<file path="src/rtl/redmule_pkg.sv">
// ---------------------------------------------------------------------------
// redmule_pkg
// Shared types and constants for the reduction sink.
//   red_sink_state_e : sink controller states
//   RED_SINK_DEPTH   : default number of row-block slots kept between passes
//   red_sink_addr_w  : slot address width for a given depth (minimum 1 bit)
// ---------------------------------------------------------------------------
package redmule_pkg;

    localparam int unsigned ARRAY_WIDTH    = 4;
    localparam int unsigned RED_SINK_DEPTH = 8;
    localparam int unsigned RED_SINK_CNT_W = 16;

    typedef enum logic [1:0] {
        RS_IDLE    = 2'd0,
        RS_INIT    = 2'd1,
        RS_COLLECT = 2'd2,
        RS_FINISH  = 2'd3
    } red_sink_state_e;

    function automatic int unsigned red_sink_addr_w(input int unsigned depth);
        return (depth > 1) ? $clog2(depth) : 1;
    endfunction

endpackage

</file>
<file path="src/rtl/redmule_red_slot_mem.sv">
// ---------------------------------------------------------------------------
// redmule_red_slot_mem
// Flip-flop register file holding one partial reduction vector per row-block
// slot. One synchronous write port, one asynchronous read port, no reset
// (contents are always written in pass 0 before being read in later passes).
//   clk_i    : clock
//   we_i     : write enable
//   waddr_i  : write slot
//   wdata_i  : write vector
//   raddr_i  : read slot
//   rdata_o  : read vector (combinational)
// ---------------------------------------------------------------------------
module redmule_red_slot_mem #(
    parameter int unsigned Depth = 8,
    parameter int unsigned DataW = 64,
    parameter int unsigned AddrW = 3
) (
    input  logic             clk_i,
    input  logic             we_i,
    input  logic [AddrW-1:0] waddr_i,
    input  logic [DataW-1:0] wdata_i,
    input  logic [AddrW-1:0] raddr_i,
    output logic [DataW-1:0] rdata_o
);

    logic [DataW-1:0] mem_q [Depth];

    always_ff @(posedge clk_i) begin
        if (we_i) begin
            mem_q[waddr_i] <= wdata_i;
        end
    end

    assign rdata_o = mem_q[raddr_i];

endmodule

</file>
<file path="src/rtl/redmule_reduction_sink.sv">
// ---------------------------------------------------------------------------
// redmule_reduction_sink
// Closes the loop around the row-wise reduction unit. In non-final passes the
// finished vectors are parked in a slot buffer and replayed as init vectors
// for the same row block in the next pass; in the final pass they are sent
// to the output streamer through a registered valid/ready port.
//
// Ports:
//   clk_i, rst_i, clear_i          : clock, sync active-high reset, soft clear
//   start_i, num_slots_i,
//   num_passes_i                   : job start and configuration
//   red_enable_o, red_load_o,
//   red_ready_o                    : reduction-unit control
//   init_o, init_valid_o,
//   red_is_init_i                  : init vector handshake
//   red_i, red_valid_i             : reduction result
//   out_o, out_valid_o, out_ready_i: final vector stream
//   busy_o, done_o                 : job status
//
// state      | meaning
// -----------+-------------------------------------------------------------
// RS_IDLE    | waiting for start_i
// RS_INIT    | reduction unit initialising (neutral or replayed slot vector)
// RS_COLLECT | waiting for the result of the current slot
// RS_FINISH  | draining the last output beat, then pulsing done_o
// ---------------------------------------------------------------------------
module redmule_reduction_sink
    import redmule_pkg::*;
#(
    parameter int unsigned Width = ARRAY_WIDTH,
    parameter int unsigned BITW  = 16,
    parameter int unsigned Depth = RED_SINK_DEPTH,
    parameter int unsigned CntW  = RED_SINK_CNT_W
) (
    input  logic                  clk_i,
    input  logic                  rst_i,
    input  logic                  clear_i,
    input  logic                  start_i,
    input  logic [CntW-1:0]       num_slots_i,
    input  logic [CntW-1:0]       num_passes_i,
    output logic                  red_enable_o,
    output logic                  red_load_o,
    output logic [Width*BITW-1:0] init_o,
    output logic                  init_valid_o,
    input  logic                  red_is_init_i,
    input  logic [Width*BITW-1:0] red_i,
    input  logic                  red_valid_i,
    output logic                  red_ready_o,
    output logic [Width*BITW-1:0] out_o,
    output logic                  out_valid_o,
    input  logic                  out_ready_i,
    output logic                  busy_o,
    output logic                  done_o
);

    localparam int unsigned DataW = Width * BITW;
    localparam int unsigned AddrW = red_sink_addr_w(Depth);

    red_sink_state_e  state_q, state_d;
    logic [CntW-1:0]  pass_q, pass_d;
    logic [CntW-1:0]  slot_q, slot_d;
    logic [CntW-1:0]  slots_q, slots_d;
    logic [CntW-1:0]  passes_q, passes_d;
    logic [DataW-1:0] out_q, out_d;
    logic             out_valid_q, out_valid_d;
    logic             done_q, done_d;

    logic             mem_we;
    logic [DataW-1:0] mem_rdata;
    logic [AddrW-1:0] slot_addr;
    logic             last_slot;
    logic             final_pass;
    logic             cfg_bad;
    logic             red_hs;

    assign slot_addr  = slot_q[AddrW-1:0];
    assign last_slot  = (slot_q == slots_q - CntW'(1));
    assign final_pass = (pass_q == passes_q - CntW'(1));
    assign cfg_bad    = (num_slots_i == '0) || (num_passes_i == '0)
                     || (num_slots_i > CntW'(Depth));
    assign red_hs     = red_valid_i & red_ready_o;

    redmule_red_slot_mem #(
        .Depth (Depth),
        .DataW (DataW),
        .AddrW (AddrW)
    ) i_slot_mem (
        .clk_i   (clk_i),
        .we_i    (mem_we & ~(rst_i | clear_i)),
        .waddr_i (slot_addr),
        .wdata_i (red_i),
        .raddr_i (slot_addr),
        .rdata_o (mem_rdata)
    );

    // State and datapath registers
    always_ff @(posedge clk_i) begin
        if (rst_i || clear_i) begin
            state_q     <= RS_IDLE;
            pass_q      <= '0;
            slot_q      <= '0;
            slots_q     <= '0;
            passes_q    <= '0;
            out_q       <= '0;
            out_valid_q <= 1'b0;
            done_q      <= 1'b0;
        end else begin
            state_q     <= state_d;
            pass_q      <= pass_d;
            slot_q      <= slot_d;
            slots_q     <= slots_d;
            passes_q    <= passes_d;
            out_q       <= out_d;
            out_valid_q <= out_valid_d;
            done_q      <= done_d;
        end
    end

    // Next-state, counters and output register loading
    always_comb begin
        state_d     = state_q;
        pass_d      = pass_q;
        slot_d      = slot_q;
        slots_d     = slots_q;
        passes_d    = passes_q;
        out_d       = out_q;
        out_valid_d = out_valid_q & ~out_ready_i;
        done_d      = 1'b0;
        mem_we      = 1'b0;

        case (state_q)
            RS_IDLE: begin
                if (start_i) begin
                    slots_d  = num_slots_i;
                    passes_d = num_passes_i;
                    pass_d   = '0;
                    slot_d   = '0;
                    state_d  = cfg_bad ? RS_FINISH : RS_INIT;
                end
            end
            RS_INIT: begin
                if (red_is_init_i) begin
                    state_d = RS_COLLECT;
                end
            end
            RS_COLLECT: begin
                if (red_hs) begin
                    if (final_pass) begin
                        out_d       = red_i;
                        out_valid_d = 1'b1;
                    end else begin
                        mem_we = 1'b1;
                    end
                    if (last_slot && final_pass) begin
                        state_d = RS_FINISH;
                    end else begin
                        state_d = RS_INIT;
                        if (last_slot) begin
                            slot_d = '0;
                            pass_d = pass_q + CntW'(1);
                        end else begin
                            slot_d = slot_q + CntW'(1);
                        end
                    end
                end
            end
            RS_FINISH: begin
                // The last beat leaves on this edge or already has.
                if (!out_valid_q || out_ready_i) begin
                    done_d  = 1'b1;
                    state_d = RS_IDLE;
                end
            end
            default: state_d = RS_IDLE;
        endcase
    end

    // Control outputs
    always_comb begin
        red_enable_o = 1'b0;
        red_load_o   = 1'b0;
        init_valid_o = 1'b0;
        init_o       = '0;
        red_ready_o  = 1'b0;
        busy_o       = (state_q != RS_IDLE);

        case (state_q)
            RS_INIT: begin
                red_enable_o = 1'b1;
                if (pass_q != '0) begin
                    red_load_o   = 1'b1;
                    init_o       = mem_rdata;
                    init_valid_o = ~red_is_init_i;
                end
            end
            RS_COLLECT: begin
                red_enable_o = 1'b1;
                red_ready_o  = final_pass ? (~out_valid_q | out_ready_i) : 1'b1;
            end
            default: ;
        endcase
    end

    assign out_o       = out_q;
    assign out_valid_o = out_valid_q;
    assign done_o      = done_q;

endmodule

</file>
<file path="config.mk">
export PLATFORM = sky130hd
export DESIGN_NAME = redmule_reduction_sink
export DESIGN_NICKNAME = d
export VERILOG_FILES = /design/src/rtl/redmule_pkg.sv /design/src/rtl/redmule_red_slot_mem.sv /design/src/rtl/redmule_reduction_sink.sv
export SDC_FILE = /design/constraint.sdc
export NUM_CORES = 1
export LEC_CHECK = 0
export ABC_AREA = 1
export CORE_UTILIZATION = 50
export DETAILED_ROUTE_END_ITERATION = 8
export DONT_BUFFER_PORTS = 1
export GPL_TIMING_DRIVEN = 0
export HOLD_SLACK_MARGIN = 0.12
export SKIP_CTS_REPAIR_TIMING = 1
export SLEW_MARGIN = 20
export SYNTH_ARGS = -nofsm -noshare
export SYNTH_HDL_FRONTEND = slang
export SYNTH_SLANG_ARGS = --single-unit
</file>
<file path="constraint.sdc">
create_clock -name clk_i -period 14.4 [get_ports clk_i]
set_input_delay 1.44 -clock clk_i [delete_from_list [all_inputs] [get_ports clk_i]]
set_output_delay 1.44 -clock clk_i [all_outputs]
set_load 0.05 [all_outputs]
</file>
# Word-level counts from Yosys, hierarchy flattened
# Memories as Yosys holds them, arrays and structs flattened. A register that Yosys moved wholly into a read port is not among the register bits.
# Cells that the tools add are included.
word_totals:
  register_bits: 132
  latchBits: 0
  mem_bits_rw: 512
  mem_bits_ro: 0
  input_bits: 103
  elab_cells: 90
  memories: 1
op_classes:
  add_sub_neg: 4
  mul: 0
  n_div: 0
  magnitude_cmp: 1
  eq_ne: 11
  shifts: 0
  muxes: 36
  n_bitwise: 10
  n_reduce_logical: 19
memory_table:
  columns: ["name", "words", "width", "read_ports", "rd_clocked_by_memory_dff", "write_ports", "line", "source"]
  rows:
  - ["i_slot_mem.mem_q", 8, 64, 1, 1, 1, "redmule_red_slot_mem.sv:26", "logic [DataW-1:0] mem_q [Depth];"]
ops:
  columns: ["cell", "n"]
  rows:
  - ["2-to-1 mux 64 bit", 2]
  - ["2-to-1 mux 16 bit", 7]
  - ["one-hot mux 16 bit (2 select lines)", 2]
  - ["adder 16 x 1 -> 16 bit (second input constant)", 2]
  - ["equality test 16 bit", 2]
  - ["zero test 16 bit", 2]
  - ["subtractor 16 x 1 -> 16 bit (second input constant)", 2]
  - ["greater-than comparator 16 x 4 -> 1 bit (second input constant)", 1]
  - ["2-to-1 mux 1 bit", 16]
  - ["nonzero test 16 bit", 1]
  - ["2-to-1 mux 2 bit", 6]
  - ["!= test 2 bit (second input constant)", 6]
  - ["one-hot mux 2 bit (4 select lines)", 1]
  - ["AND reduction 4 bit", 2]
  - ["2-to-1 mux 3 bit", 2]
  - ["NOT 1 bit", 5]
  - ["AND reduction 5 bit", 1]
  - ["equality test 2 bit (second input constant)", 2]
  - ["logical OR 1 bit", 4]
  - ["nonzero test 2 bit", 2]
  - ["OR reduction 2 bit", 2]
  - ["AND 1 bit", 3]
  - ["AND reduction 3 bit", 1]
  - ["equality test 2 x 1 -> 1 bit (second input constant)", 1]
  - ["5 further kinds", 6]

# Logic depth before layout (Yosys ltp)
depth:
  word_depth: 10
  mapped_depth: 21
  depth_no_buf: 20

# By module
# From an unflattened synthesis, not the netlist that was laid out.
unflattened:
  hier_cells: 3457
  area_unflattened_um2: 30650.6
by_module_without_submodules:
  columns: ["mod", "n_inst", "cells_per_inst", "area_each_um2", "seq_area_each_um2"]
  rows:
  - ["redmule_red_slot_mem", 1, 2230, 22376.5, 15374.7]
  - ["redmule_reduction_sink", 1, 1227, 8274.2, 2642.5]

# Worst setup path before layout
# Ideal clock, no wire load.
synth_path:
  kind: "input-to-reg"
  from: "input port out_ready_i"
  to: "memory i_slot_mem.mem_q[0][0] (enable)"
  setup_ns: 0.486
  arrival_ns: 4.948
  setup_slack_ns: 8.965
  path_stages: 8
  path_cell_list: "nor2_1 > nand3_2 > nand2_1 > inv_2 > nand2_1 > nor3_1 > nand2_1 > nor2_1"
synth_via:
  elab_chain_cells: 9
synth_rtl:
  columns: ["item", "line", "source"]
  rows:
  - ["start: declaration", "redmule_reduction_sink.sv:51", "input logic out_ready_i,"]
  - ["bitwise OR 1 bit", "redmule_reduction_sink.sv:198", "red_ready_o = final_pass ? (~out_valid_q | out_ready_i) : 1'b1;"]
  - ["2-to-1 mux 1 bit", "redmule_reduction_sink.sv:198", null]
  - ["2-to-1 mux 1 bit", "redmule_reduction_sink.sv:187", "case (state_q)"]
  - ["named net red_ready_o", "redmule_reduction_sink.sv:48", "output logic red_ready_o,"]
  - ["AND 1 bit", "redmule_reduction_sink.sv:81", "assign red_hs = red_valid_i & red_ready_o;"]
  - ["2-to-1 mux 1 bit", "redmule_reduction_sink.sv:147", "if (red_hs) begin"]
  - ["2-to-1 mux 1 bit", "redmule_reduction_sink.sv:131", "case (state_q)"]
  - ["AND 1 bit", "redmule_reduction_sink.sv:89", ".we_i (mem_we & ~(rst_i | clear_i)),"]
  - ["2-to-1 mux 1 bit", "redmule_red_slot_mem.sv:29", "if (we_i) begin"]
  - ["2-to-1 mux 1 bit (not written as such)", "redmule_red_slot_mem.sv:30", "mem_q[waddr_i] <= wdata_i;"]
  - ["end: declaration", "redmule_red_slot_mem.sv:26", null]
# The timed path passes the listed nets, and every way through them passes these cells.

==> impl_metrics.tcl <==
set metrics [dict create \
    max-slew-margin-rel_pct 22.38 \
    power.switching_w 0.0009344 \
    worstPathRequired_ps 12960 \
    p_leak_nw 11.06 \
    grt_max_degree 24 \
    hold_class "flip-flop to flip-flop" \
    boundaryPins 238 \
    clock-sinks 647 \
    yosysWarnings 0 \
    p_sw_share_pct 22.91 \
    p_comb_share_pct 7.2 \
    io_buffers 0 \
    die_y_um 238.1 \
    synth_mux_area_share_pct 0 \
    syn_avg_cell_area_um2 11.15 \
    root_buffer "clkbuf_16" \
    final_common_cell "nand2_1" \
    synthArstFlopShare_pct 0 \
    grt_antenna_before_repair 0 \
    row_count 86 \
    final.fill_count 4661 \
    nets 2708 \
    period_share_pct 37.27 \
    slowest_delay_ps 970 \
    grt_pass1_vias 18942 \
    crit_chain "clkbuf_1 -> clkbuf_1 -> clkbuf_1 -> o21ai_0 -> o22ai_1 -> nor2_1 -> a211oi_2" \
    cts_tree "done" \
    final_cell_mix "nand2_1 (574), edfxtp_1 (512), a21oi_1 (227)" \
    power.share.clock_pct 43.1 \
    fin_tns_setup_ps 0 \
    endpoint_kind "output port" \
    critPathArrivalTime_ps 3930 \
    tightest_slew_ps 1162 \
    avgRoutedWirePerCell_um 22.47 \
    path_max_fanout 10 \
    synthFlopType "edfxtp_1" \
    slowest_stage "a211oi_2" \
    dpl.hpwl_um 52500 \
    cp_top_family "buffers and inverters" \
    p_per_area_mw_per_mm2 128.8 \
    dp_cells 3271 \
    setup_viol 0 \
    clockBufferDepth 3 \
    synthesis.instances 2499 \
    hold_viol 0 \
    numCtsBuffers 70 \
    die_w_um 238.1 \
    crit_top_cell "clkbuf_1" \
    rsz0062_at_grt "no" \
    cell_internal_pwr_w 0.003144 \
    clk_latency_ps 610 \
    seqPwrFrac_pct 49.8 \
    postRouteAntennaNets 0 \
    wl_um 76370 \
    holdWs_ps 501.5 \
    ys_types 50 \
    drv_slew 0 \
    synth-simple-area-share_pct 14.29 \
    first_pass_iters 5 \
    synth_fa_ha_area_share_pct 0.4491 \
    crit_buf_inv 3 \
    htreeDepth 3 \
    grt_usage_pct 26.99 \
    first_iter_violations 1702 \
    total_power_w 0.004078 \
    max_clock_freq_mhz 186.3 \
    synth-edff-count 512 \
    vias 19488 \
    syn_to_final_growth_pct 13.67 \
    post_drt_via_cell_ratio 5.735 \
    drcViolationCount 0 \
    layout-drive-gt1-share_pct 10.53 \
    synth_compound_area_share_pct 14.24 \
    dieArea_mm2 0.05667 \
    synth-seq-cells 647 \
    skew_ps 33.92 \
    yosys.area_share.xor_xnor_pct 1.572 \
    instances_no_fill 3398 \
    crit_type "flip-flop to output port" \
    irDropWorstVdd_uv 87.32 \
    status "completed" \
    grt_first_pass_wirelength_um 115100 \
    initial_core_util_pct 50.57 \
    critical_path.startpoint_type "flip-flop" \
    syn_area_mm2 0.02786 \
    min_period_ps 5367 \
    n_antenna_cell 0 \
    seq_area_frac_synth_pct 64.88 \
    syn-num-nets 2612 \
    gp_congestion 0.8945 \
    final_core_utilization_pct 57.49 \
    synth_top_family_by_area "simple AND/OR/NAND/NOR gates" \
    grt-ovfl-total 0 \
    cap_violations 0 \
    clk_pin_slew_ps 60 \
    core_mm2 0.05509 \
]
[layer usage]
layer	vias up	global-route usage, %	wire length [um]	share of wire, %
met1	9570	36.47	31920	42
met2	721	43.35	36370	48
met3	113	5.530	5934	7.8
met4	0	9.596	2139	2.8
li1	9084	-	-	-
met5	-	0	0	0
[sequential cells by signal, summed over array words and instances, names as in the netlist, named ones only]
signal and flops:
out_valid_o 1, i_slot_mem.mem_q 512, pass_q 16, slots_q 16, out_o 64, state_q 2, slot_q 16, passes_q 16
done_o 1
[power groups by stage]
stage	logic [W]	registers [W]	clock network, W
after floorplan	0.000212	0.00207	0
after global placement	0.000284	0.00207	0
after detailed placement	0.000291	0.00207	0
after CTS	0.000292	0.00203	0.00178
after global routing	0.000324	0.00203	0.00185
final	0.000292	0.00203	0.00176
[logic make-up after synthesis]
| family | after synthesis |
|---|---|
| AO/OA/AOI/OAI | 549 |
| buffers and inverters | 306 |
| adder cells (fa/ha/maj) | 10 |
| AND/OR/NAND/NOR | 937 |
| XOR/XNOR | 50 |
| flip-flops | 647 |
[worst register-to-register path: stages (launching register included)]
cell and delay [ps]:
dfxtp_1 340, inv_2 100, ha_1 250, nand2_1 120
nor2_2 180, nand2_1 90, nand2_1 70, nand3_1 90
nand2_1 80, nor2_1 60, nand2_1 60, nor2_1 50
nand3_2 90, nand2_1 70, inv_2 250, nand2_1 80
nor3_1 230, nand2_1 310, nor2_4 630, buf_16 250
buf_16 180
[worst paths after layout]
kind / start / end / slack, ps / cells past startpoint
worst min register to register: passes_q[15]$_SDFFE_PP0P_ / passes_q[15]$_SDFFE_PP0P_ / 500 / 2
worst max-delay path: flip-flop / init_o[62] / 9030 / 7
worst min-delay path: passes_q[15]$_SDFFE_PP0P_ / passes_q[15]$_SDFFE_PP0P_ / 500 / 2
worst max register to register: passes_q[0]$_SDFFE_PP0P_ / i_slot_mem.mem_q[7][38]$_DFFE_PP_ / 10500 / 20
[synth_stat cells (2+ instances only)]
cell      count  area (um2)
nand3_2       4       40.04
nor3_1       26       130.1
buf_2         7       35.03
dfxtp_1     135        2703
a21oi_2      18       157.7
nand3_4       2       35.03
a21oi_1     227        1136
buf_4         6       45.04
nand3_1      48       240.2
nor2_4        5       56.30
o21bai_1      2       15.01
a211oi_1     15       112.6
inv_1       145       544.3
buf_1        17       63.81
nand4_1      25       156.4
xor2_1       43       376.6
xnor2_1       7       61.31
buf_6         8       90.09
nor3b_1       3       22.52
a211oi_2     50       625.6
o21a_1       63       473.0
nand2_1     574        2155
clkbuf_1    112       420.4
nor2_1      188       705.7
a32o_1       64       640.6
nor4_1       15       93.84
edfxtp_1    512       15370
inv_2         6       22.52
ha_1         10       125.1
nor2_2       10       62.56
a32oi_1      63       551.8
nand2_2      23       143.9
or4_1         2       15.01
o21ai_0      41       205.2
nand3b_1      7       52.55
nor2_8        2       40.04
[cell type report]
type | count | area, um2 | share of cell area (%)
clock inverters | 16 | 127.6 | 0.4030
plain buffers | 153 | 694.4 | 2.193
flip-flops and latches | 647 | 18080 | 57.08
well taps | 748 | 935.9 | 2.955
multi-input cells | 1546 | 8581 | 27.09
clock buffers | 111 | 2122 | 6.700
repair buffers | 24 | 555.5 | 1.754
inverters | 153 | 576.8 | 1.821
[stage by stage]
stage / setup WS (ps) / area [um2]
final: 9033 / 31670
after global routing: 8889 / 31670
after global placement: 5362 / 28800
after CTS: 9072 / 31670
after detailed placement: 9772 / 29420
after floorplan: 8965 / 27860
Power figures use the tool's default switching activity.
